## src/rtl/key_pkg.sv

```systemverilog
// Shared key-path types and timing defaults for the debouncer, gesture classifier and timers.
// Latency: none (declarations only).
// Backpressure: not applicable.
package key_pkg;

    // Width of every key-path cycle counter; all time constants stay below 2^KEY_CNT_W.
    localparam int KEY_CNT_W = 20;

    // Defaults at a 100 kHz core clock.
    localparam int KEY_CLK_HZ        = 100000;
    localparam int KEY_DEBOUNCE_TIME = 2000;    // 20 ms
    localparam int KEY_LONG_TIME     = 100000;  // 1 s
    localparam int KEY_DBL_GAP       = 30000;   // 0.3 s

    // Gesture classifier states; WAIT_GAP and SECOND are only reached with double click built in.
    typedef enum logic [2:0] {
        IDLE      = 3'd0,
        PRESSED   = 3'd1,
        LONG_HELD = 3'd2,
        WAIT_GAP  = 3'd3,
        SECOND    = 3'd4
    } key_state_t;

endpackage

```

## src/rtl/key_edge.sv

```systemverilog
// Registers the debounced key level and flags its rising edge.
// Latency: rise is combinational on key_in against the one-cycle-old level.
// Backpressure: none; the strobe is valid for exactly the cycle it is asserted.
module key_edge (
    input  logic clk_100kHz,
    input  logic rst_,
    input  logic key_in,
    output logic rise
);

    logic key_d;

    // Previous key level; resets to "pressed" so a key held through reset is not a new press.
    always_ff @(posedge clk_100kHz or negedge rst_) begin
        if (!rst_) begin
            key_d <= 1'b1;
        end else begin
            key_d <= key_in;
        end
    end

    assign rise = key_in & ~key_d;

endmodule

```

## src/rtl/key_event.sv

```systemverilog
// Classifies a debounced key into short-click, long-press and (with KEY_EVENT_DBLCLICK_EN) double-click pulses.
// Latency: pulses are registered, one cycle after the deciding edge; short click waits DBL_GAP more with double click built in.
// Backpressure: none; every pulse is a single-cycle strobe that consumers must capture.
import key_pkg::*;

module key_event #(
    parameter int LONG_TIME = KEY_LONG_TIME,
    parameter int DBL_GAP   = KEY_DBL_GAP
) (
    input  logic clk_100kHz,
    input  logic rst_,
    input  logic key_in,
    output logic short_pulse,
    output logic long_pulse,
    output logic double_pulse,
    output logic busy
);

    // Both time parameters must be at least 2 and fit the counter without wrapping.
    if (LONG_TIME < 2 || LONG_TIME >= (1 << KEY_CNT_W) ||
        DBL_GAP   < 2 || DBL_GAP   >= (1 << KEY_CNT_W)) begin : g_param_range
        $error("key_event: LONG_TIME and DBL_GAP must lie in 2..2^20-1");
    end

    localparam logic [KEY_CNT_W-1:0] LONG_LAST = KEY_CNT_W'(LONG_TIME - 1);
`ifdef KEY_EVENT_DBLCLICK_EN
    localparam logic [KEY_CNT_W-1:0] GAP_LAST  = KEY_CNT_W'(DBL_GAP - 1);
`endif

    key_state_t            state;
    key_state_t            state_nxt;
    logic [KEY_CNT_W-1:0]  cnt;
    logic [KEY_CNT_W-1:0]  cnt_nxt;
    logic                  rise;
    logic                  short_nxt;
    logic                  long_nxt;
    logic                  double_nxt;

    key_edge u_key_edge (
        .clk_100kHz (clk_100kHz),
        .rst_       (rst_),
        .key_in     (key_in),
        .rise       (rise)
    );

    // State, counter and registered pulse/busy outputs.
    always_ff @(posedge clk_100kHz or negedge rst_) begin
        if (!rst_) begin
            state       <= IDLE;
            cnt         <= '0;
            short_pulse <= 1'b0;
            long_pulse  <= 1'b0;
            busy        <= 1'b0;
        end else begin
            state       <= state_nxt;
            cnt         <= cnt_nxt;
            short_pulse <= short_nxt;
            long_pulse  <= long_nxt;
            busy        <= (state_nxt != IDLE);
        end
    end

`ifdef KEY_EVENT_DBLCLICK_EN
    // Double-click pulse register, present only when the gap states exist.
    always_ff @(posedge clk_100kHz or negedge rst_) begin
        if (!rst_) begin
            double_pulse <= 1'b0;
        end else begin
            double_pulse <= double_nxt;
        end
    end
`else
    assign double_pulse = 1'b0;
`endif

    // Next state and counter: hold timer in PRESSED, gap timer in WAIT_GAP.
    always_comb begin
        state_nxt = state;
        cnt_nxt   = cnt;
        case (state)
            IDLE: begin
                if (rise) begin
                    state_nxt = PRESSED;
                    cnt_nxt   = '0;
                end
            end
            PRESSED: begin
                if (key_in) begin
                    if (cnt == LONG_LAST) begin
                        state_nxt = LONG_HELD;
                    end else begin
                        cnt_nxt = cnt + 1'b1;
                    end
                end else begin
`ifdef KEY_EVENT_DBLCLICK_EN
                    state_nxt = WAIT_GAP;
                    cnt_nxt   = '0;
`else
                    state_nxt = IDLE;
`endif
                end
            end
            LONG_HELD: begin
                if (!key_in) begin
                    state_nxt = IDLE;
                end
            end
`ifdef KEY_EVENT_DBLCLICK_EN
            WAIT_GAP: begin
                // A second press on the timeout cycle still counts as a double click.
                if (rise) begin
                    state_nxt = SECOND;
                end else if (cnt == GAP_LAST) begin
                    state_nxt = IDLE;
                end else begin
                    cnt_nxt = cnt + 1'b1;
                end
            end
            SECOND: begin
                if (!key_in) begin
                    state_nxt = IDLE;
                end
            end
`endif
            default: begin
                state_nxt = IDLE;
                cnt_nxt   = '0;
            end
        endcase
    end

    // Pulse decode: each pulse belongs to a distinct state, so at most one fires per cycle.
    always_comb begin
        short_nxt  = 1'b0;
        long_nxt   = 1'b0;
        double_nxt = 1'b0;
        case (state)
            PRESSED: begin
                long_nxt = key_in && (cnt == LONG_LAST);
`ifndef KEY_EVENT_DBLCLICK_EN
                short_nxt = !key_in;
`endif
            end
`ifdef KEY_EVENT_DBLCLICK_EN
            WAIT_GAP: begin
                short_nxt = !rise && (cnt == GAP_LAST);
            end
            SECOND: begin
                double_nxt = !key_in;
            end
`endif
            default: begin
                short_nxt  = 1'b0;
                long_nxt   = 1'b0;
                double_nxt = 1'b0;
            end
        endcase
    end

endmodule

```

## config.mk

```make
export PLATFORM = sky130hd
export DESIGN_NAME = key_event
export DESIGN_NICKNAME = d
export VERILOG_FILES = /design/src/rtl/key_pkg.sv /design/src/rtl/key_edge.sv /design/src/rtl/key_event.sv
export SDC_FILE = /design/constraint.sdc
export NUM_CORES = 1
export LEC_CHECK = 0
export CAP_MARGIN = 15
export CORE_MARGIN = 2
export CORE_UTILIZATION = 49
export DETAILED_ROUTE_END_ITERATION = 16
export PLACE_DENSITY = 0.74
export SETUP_SLACK_MARGIN = 0.4
export SYNTH_ARGS = -nofsm -noshare
export SYNTH_HDL_FRONTEND = slang
export SYNTH_SLANG_ARGS = --single-unit
```

## constraint.sdc

```tcl
create_clock -name clk_100kHz -period 4.5 [get_ports clk_100kHz]
set_input_delay 0.9 -clock clk_100kHz [delete_from_list [all_inputs] [get_ports clk_100kHz]]
set_output_delay 0.9 -clock clk_100kHz [all_outputs]
set_load 0.03 [all_outputs]
```

==> metrics.md, run 1 <==
| Metric | Value |
|---|---|
| Outcome | finished, final reports clean |
| Nets | 154 |
| Worst path required time | 4720 ps |
| Via/cell ratio | 5.772 |
| Area growth, synth to finish | 6.468% |
| CP startpoint kind | input port |
| GRT overflow | 0 |
| # diodes | 0 |
| Post-synthesis sequential element count | 27 |
| Hpwl dp | 1815 µm |
| Gr usage total | 17.02% |
| Placer Congestion | 0.8240 |
| Period utilization | 55.99% |
| RSZ-0062 raised after global routing | false |
| Number of buffers inserted by hold repair at cts | 0 |
| Initial drt markers | 29 |
| CP dominant cell by count | a21oi_2 |
| Mapped Area | 1431 µm² |
| CTS root buf | clkbuf_4 |
| Setup TNS | 0 ps |
| Die Area | 3369 µm² |
| Tightest Hold Check Type | register to register |
| CP peak stage delay | 600 ps |
| Clk_lat worst skew | 310 ps |
| Power density over the cells | 247.0 nW/µm² |
| Final hold violation count | 0 |
| Pin count of the biggest net entering global routing | 28 |
| Max-cap viol count | 0 |
| Longest Clk Path Bufs | 2 |
| Postcts setup bufs | 0 |
| Via count | 1039 |
| DRC | 0 |
| Die Width | 58.05 µm |
| Pleak | 0.5870 nW |
| EDFF count, synth | 0 |
| Worst-margin pin slew | 766.1 ps |
| Yosys warns | 0 |
| Final Max Slew Viols | 0 |
| Clk_skew | 5.459 ps |
| CTS buffer count | 3 |
| Ys async rst share | 100.0% |
| Peak supply drop | 0.2122 mV |
| Share of layout cells above drive strength 1 | 10.74% |
| PortBufs | 5 |
| Clock transition at the registers of the reported paths | 140 ps |
| Avg WL per Cell | 14.14 µm |
| Critical path class | input port to register |
| Main synth FF type | dfrtp_1 |
| Top cells by count, synth | dfrtp_1, nor2_1, xnor2_1 |
| I/O pin count | 7 |
| Worst-path fanout max | 18 |
| Resized cells post-CTS | 0 |
| Vias in the first global route | 999 |
| CTS Sinks | 27 |
| Crit-path cells | clkdlybuf4s50_1 -> or2_1 -> a21oi_2 -> o21bai_4 -> or3_1 -> a21oi_2 |
| Slew HR | 48.93% |
| Starting density of the core | 51.91% |
| CTS tree | done |
| Total Wirelength | 2546 µm |
| Chip Height | 58.05 µm |
| Max Clock Freq | 0.3969 GHz |
| Initial antenna violation count | 0 |
| Gate Count Post-Synth | 143 |
| Yosys top cell by area | dfrtp_1 |
| Router iterations before antenna repair | 4 |
| Setup crit end kind | register |
| Yosys top cell area share | 45.45% |
| Antenna viol nets, final | 0 |
| Setup violators final | 0 |
| Max stage delay cell, worst path | a21oi_2 |
| Mean Syn Cell Area | 10.01 µm² |
| Area contributors post-synth | dfrtp_1, xnor2_1, nor2_1, nor4_1, nor3_1 |
| Overall power | 376.5 µW |
| # rows | 19 |
| Synth cell types | 40 |
| Most common cell in the netlist | dfrtp_1 |
| Minimum clock period | 2519 ps |
| Fillers | 251 |
| Post-synthesis sequential area ratio | 47.29% |
| Core Area | 2758 µm² |
| Critical Path AT | 2740 ps |
| First-pass GRT wire length | 4381 µm |
| CTS H-tree depth | 1 |
-- sequential cells by signal (all words and copies together), names as in the netlist --
register and cells:
busy 1, cnt 20, long_pulse 1, short_pulse 1, state 3, u_key_edge.key_d 1
-- per-layer routing --
layer | global-route usage (%) | part of all wire [%] | up-vias
li1 | - | - | 520
met3 | 2.455 | 2.8 | 2
met4 | 8.970 | 0.82 | 0
met5 | 0 | 0 | -
met1 | 22.80 | 48 | 502
met2 | 26.79 | 49 | 15
-- layout make-up --
cell class / count / area, µm² / area share, %
clock buffer: 4 / 26.28 / 1.724
inverter: 5 / 18.77 / 1.232
multi-input combinational: 106 / 698.2 / 45.81
sequential: 27 / 676.9 / 44.42
tap: 31 / 38.79 / 2.545
timing repair buffer: 7 / 65.06 / 4.269
-- through the flow --
step           setup slack, ps  util [%]  hold slack (ps)  instance area (µm²)  instances
3_5_place_dp              1667     54.31            557.1                 1498        176
3_3_place_gp              1712     54.31            542.2                 1498        176
6_report                  1981     55.26            581.5                 1524        180
5_1_grt                   1882     55.26            616.5                 1524        180
2_1_floorplan             2475         -            510.8                 1435        144
4_1_cts                   2014     55.26            582.2                 1524        180
-- cell families (layout without fill, tap and decap cells) --
family,after synthesis,after routing,synth area share [%]
multiplexers,1,1,0.7867
buffers and inverters,11,16,4.195
flip-flops,27,27,47.29
other,1,2,0.2620
adder cells (fa/ha/maj),1,1,0.8740
AND/OR/NAND/NOR,74,74,29.37
AO/OA/AOI/OAI,15,15,9.266
XOR/XNOR,13,13,7.955
-- placed cells by master (no fill, tap or decap), drive strengths merged --
cell type and n:
or3b 1, o211ai 2, buf 2, nor4 9, and2b 1, clkdlybuf4s50 5
nand3 6, dfrtp 26, a21oi 5, o41ai 1, nand3b 1, mux2 1
nor2 18, nand4 4, nand2 8, and4 3, dfstp 1, nor3b 2
and3 3, xnor2 13, nor3 7, o21ai 2, nor4b 3, conb 2
a2111oi 1, ha 1, or2 1, or3 3, a211oi 1, or4 2
a22o 1, o21bai 2, inv 5, clkbuf 4, nand2b 2
-- where the power goes --
part	switching (mW)	internal (mW)
combinational	0.0185	0.00921
clock	0.0662	0.0346
sequential	0.00268	0.245
-- worst max-delay path, delay by kind of cell --
family | cells | cell delay [ps]
simple gates | 2 | 410
compound gates | 3 | 950
buf+inv | 1 | 470
-- final timing paths --
path,start,endpoint,slack (ps),cells past startpoint
min in group asynchronous,rst_,short_pulse,930,2
setup / recovery,key_in,cnt[5],1980,6
hold reg to reg,cnt[19],cnt[19],580,2
max in group asynchronous,rst_,u_key_edge.key_d,3280,2
hold / removal,cnt[19],cnt[19],580,2
setup reg to reg,state[1],cnt[5],2510,5
(Power assumes the default switching activity.)
==> inputs of run 2 (changes only) <==
Settings changed: PLACE_DENSITY 0.74 to 0.77.
Clock period 4.5 ns to 2.3 ns, I/O delays scaled along.
==> metrics.md, run 2 (synthesis results as in run 1) <==
| Metric | Value |
|---|---|
| Clk_lat worst skew | 320 ps |
| Slew HR | 62.64% |
| Area growth, synth to finish | 8.129% |
| Starting density of the core | 51.91% |
| Fin cells | 182 |
| Setup violators final | 0 |
| Vias in the first global route | 1036 |
| Final Max Slew Viols | 0 |
| Largest reg by FF count | cnt |
| Router iterations before antenna repair | 4 |
| Core Area | 2758 µm² |
| Max Clock Freq | 0.5538 GHz |
| Avg WL per Cell | 14.42 µm |
| Placer Congestion | 0.8629 |
| Tightest Hold Check Type | input port to asynchronous set/reset pin |
| GRT overflow | 0 |
| Worst path required time | 2520 ps |
| Fillers | 257 |
| Gr usage total | 18.19% |
| Most frequent cells in the layout | dfrtp_1, nor2_1, xnor2_1 |
| Number of buffers inserted by hold repair at cts | 0 |
| Via count | 1078 |
| Nets | 156 |
| CTS root buf | clkbuf_4 |
| Pleak | 0.5924 nW |
| Period utilization | 78.51% |
| Max-cap viol count | 0 |
| # diodes | 0 |
| GRT met2 Usage | 28.25% |
| Final core occ | 56.13% |
| I/O pin count | 7 |
| Power density over the cells | 484.6 nW/µm² |
| PortBufs | 5 |
| Final hold violation count | 0 |
| Share of layout cells above drive strength 1 | 14.57% |
| # rows | 19 |
| FF-to-FF setup slack | 490 ps |
| Minimum clock period | 1806 ps |
| Max reg flops | 20 |
| Place WS | 153.2 ps |
| Setup TNS | 0 ps |
| First-pass GRT wire length | 4747 µm |
| CTS Sinks | 27 |
| Commonest non-fill, non-tap cell in the layout | dfrtp_1 |
| GR Layer Usage met3 | 2.902% |
| Critical Path AT | 2030 ps |
| CTS tree | done |
| CP startpoint kind | register |
| Clock transition at the registers of the reported paths | 150 ps |
| GRT busiest layer | met2 |
| Clk_skew | 1.988 ps |
| Total Wirelength | 2624 µm |
| Worst-path fanout max | 7 |
| Largest registers | cnt (20), state (3) |
| Chip Height | 58.05 µm |
| Hpwl dp | 1954 µm |
| Initial drt markers | 56 |
| Outcome | finished, final reports clean |
| Initial antenna violation count | 0 |
| Die Width | 58.05 µm |
| Via/cell ratio | 5.923 |
| CTS buffer count | 3 |
| Met1 usage | 25.29% |
| CTS H-tree depth | 1 |
| Worst setup slack after layout | 494.3 ps |
| Longest Clk Path Bufs | 2 |
| Die Area | 3369 µm² |
| Critical path class | register to register |
| Postcts setup bufs | 0 |
| Pin count of the biggest net entering global routing | 28 |
| Placed cells | 178 |
| Setup crit end kind | register |
| RSZ-0062 raised after global routing | true |
| Peak supply drop | 0.3104 mV |
| DRC | 0 |
| Worst-margin pin slew | 554.4 ps |
| Antenna viol nets, final | 0 |
-- run 2: worst paths after layout --
kind / start / to / depth (start not counted)
worst max-delay path: cnt[12] / cnt[0] / 5
worst min-delay path: rst_ / short_pulse / 2
worst max register to register: cnt[12] / cnt[0] / 5
worst min register to register: cnt[19] / cnt[19] / 2
max in group asynchronous: rst_ / u_key_edge.key_d / 2
min in group clk_100kHz: cnt[19] / cnt[19] / 2
-- run 2: area by class of cell --
class / instances / area, µm² / area share (%)
clock buffers: 3 / 22.52 / 1.455
inverters: 5 / 18.77 / 1.213
multi-input cells: 106 / 700.7 / 45.27
repair buffers: 9 / 80.08 / 5.174
clock inverters: 1 / 7.507 / 0.4850
well taps: 31 / 38.79 / 2.506
flip-flops and latches: 27 / 679.4 / 43.90
-- run 2: repair_timing --
item,CTS,global route
gates resized for setup,0,3
endpoints found under the setup margin,0,3
hold endpoints to repair,0,0
-- run 2: report_power, final --
group / switching [mW] / total, mW / internal, mW
clock: 0.140 / 0.207 / 0.0664
sequential: 0.00547 / 0.486 / 0.480
combinational: 0.0368 / 0.0578 / 0.0211
total: 0.182 / 0.750 / 0.568
-- run 2: per-layer routing --
metal	share of wire, %	wire length, µm
met3	4.0	104
met2	47	1245
met5	0	0
met1	47	1241
met4	1.3	33
-- run 2: worst max-delay path, cell delays in order, from the launching register on --
cell,delay [ps]
dfrtp_1,490
nor4b_1,330
nand4_1,290
nor2_2,230
nor3_1,100
mux2_2,260
-- run 2: stage by stage --
step	hold WS (ps)	cell area (µm²)	power [mW]
6_report	489.0	1548	0.7500
5_1_grt	503.3	1548	0.7871
4_1_cts	482.4	1543	0.7637
3_5_place_dp	533.3	1513	0.5529
3_3_place_gp	530.6	1513	0.5513
2_1_floorplan	164.4	1435	0.5283
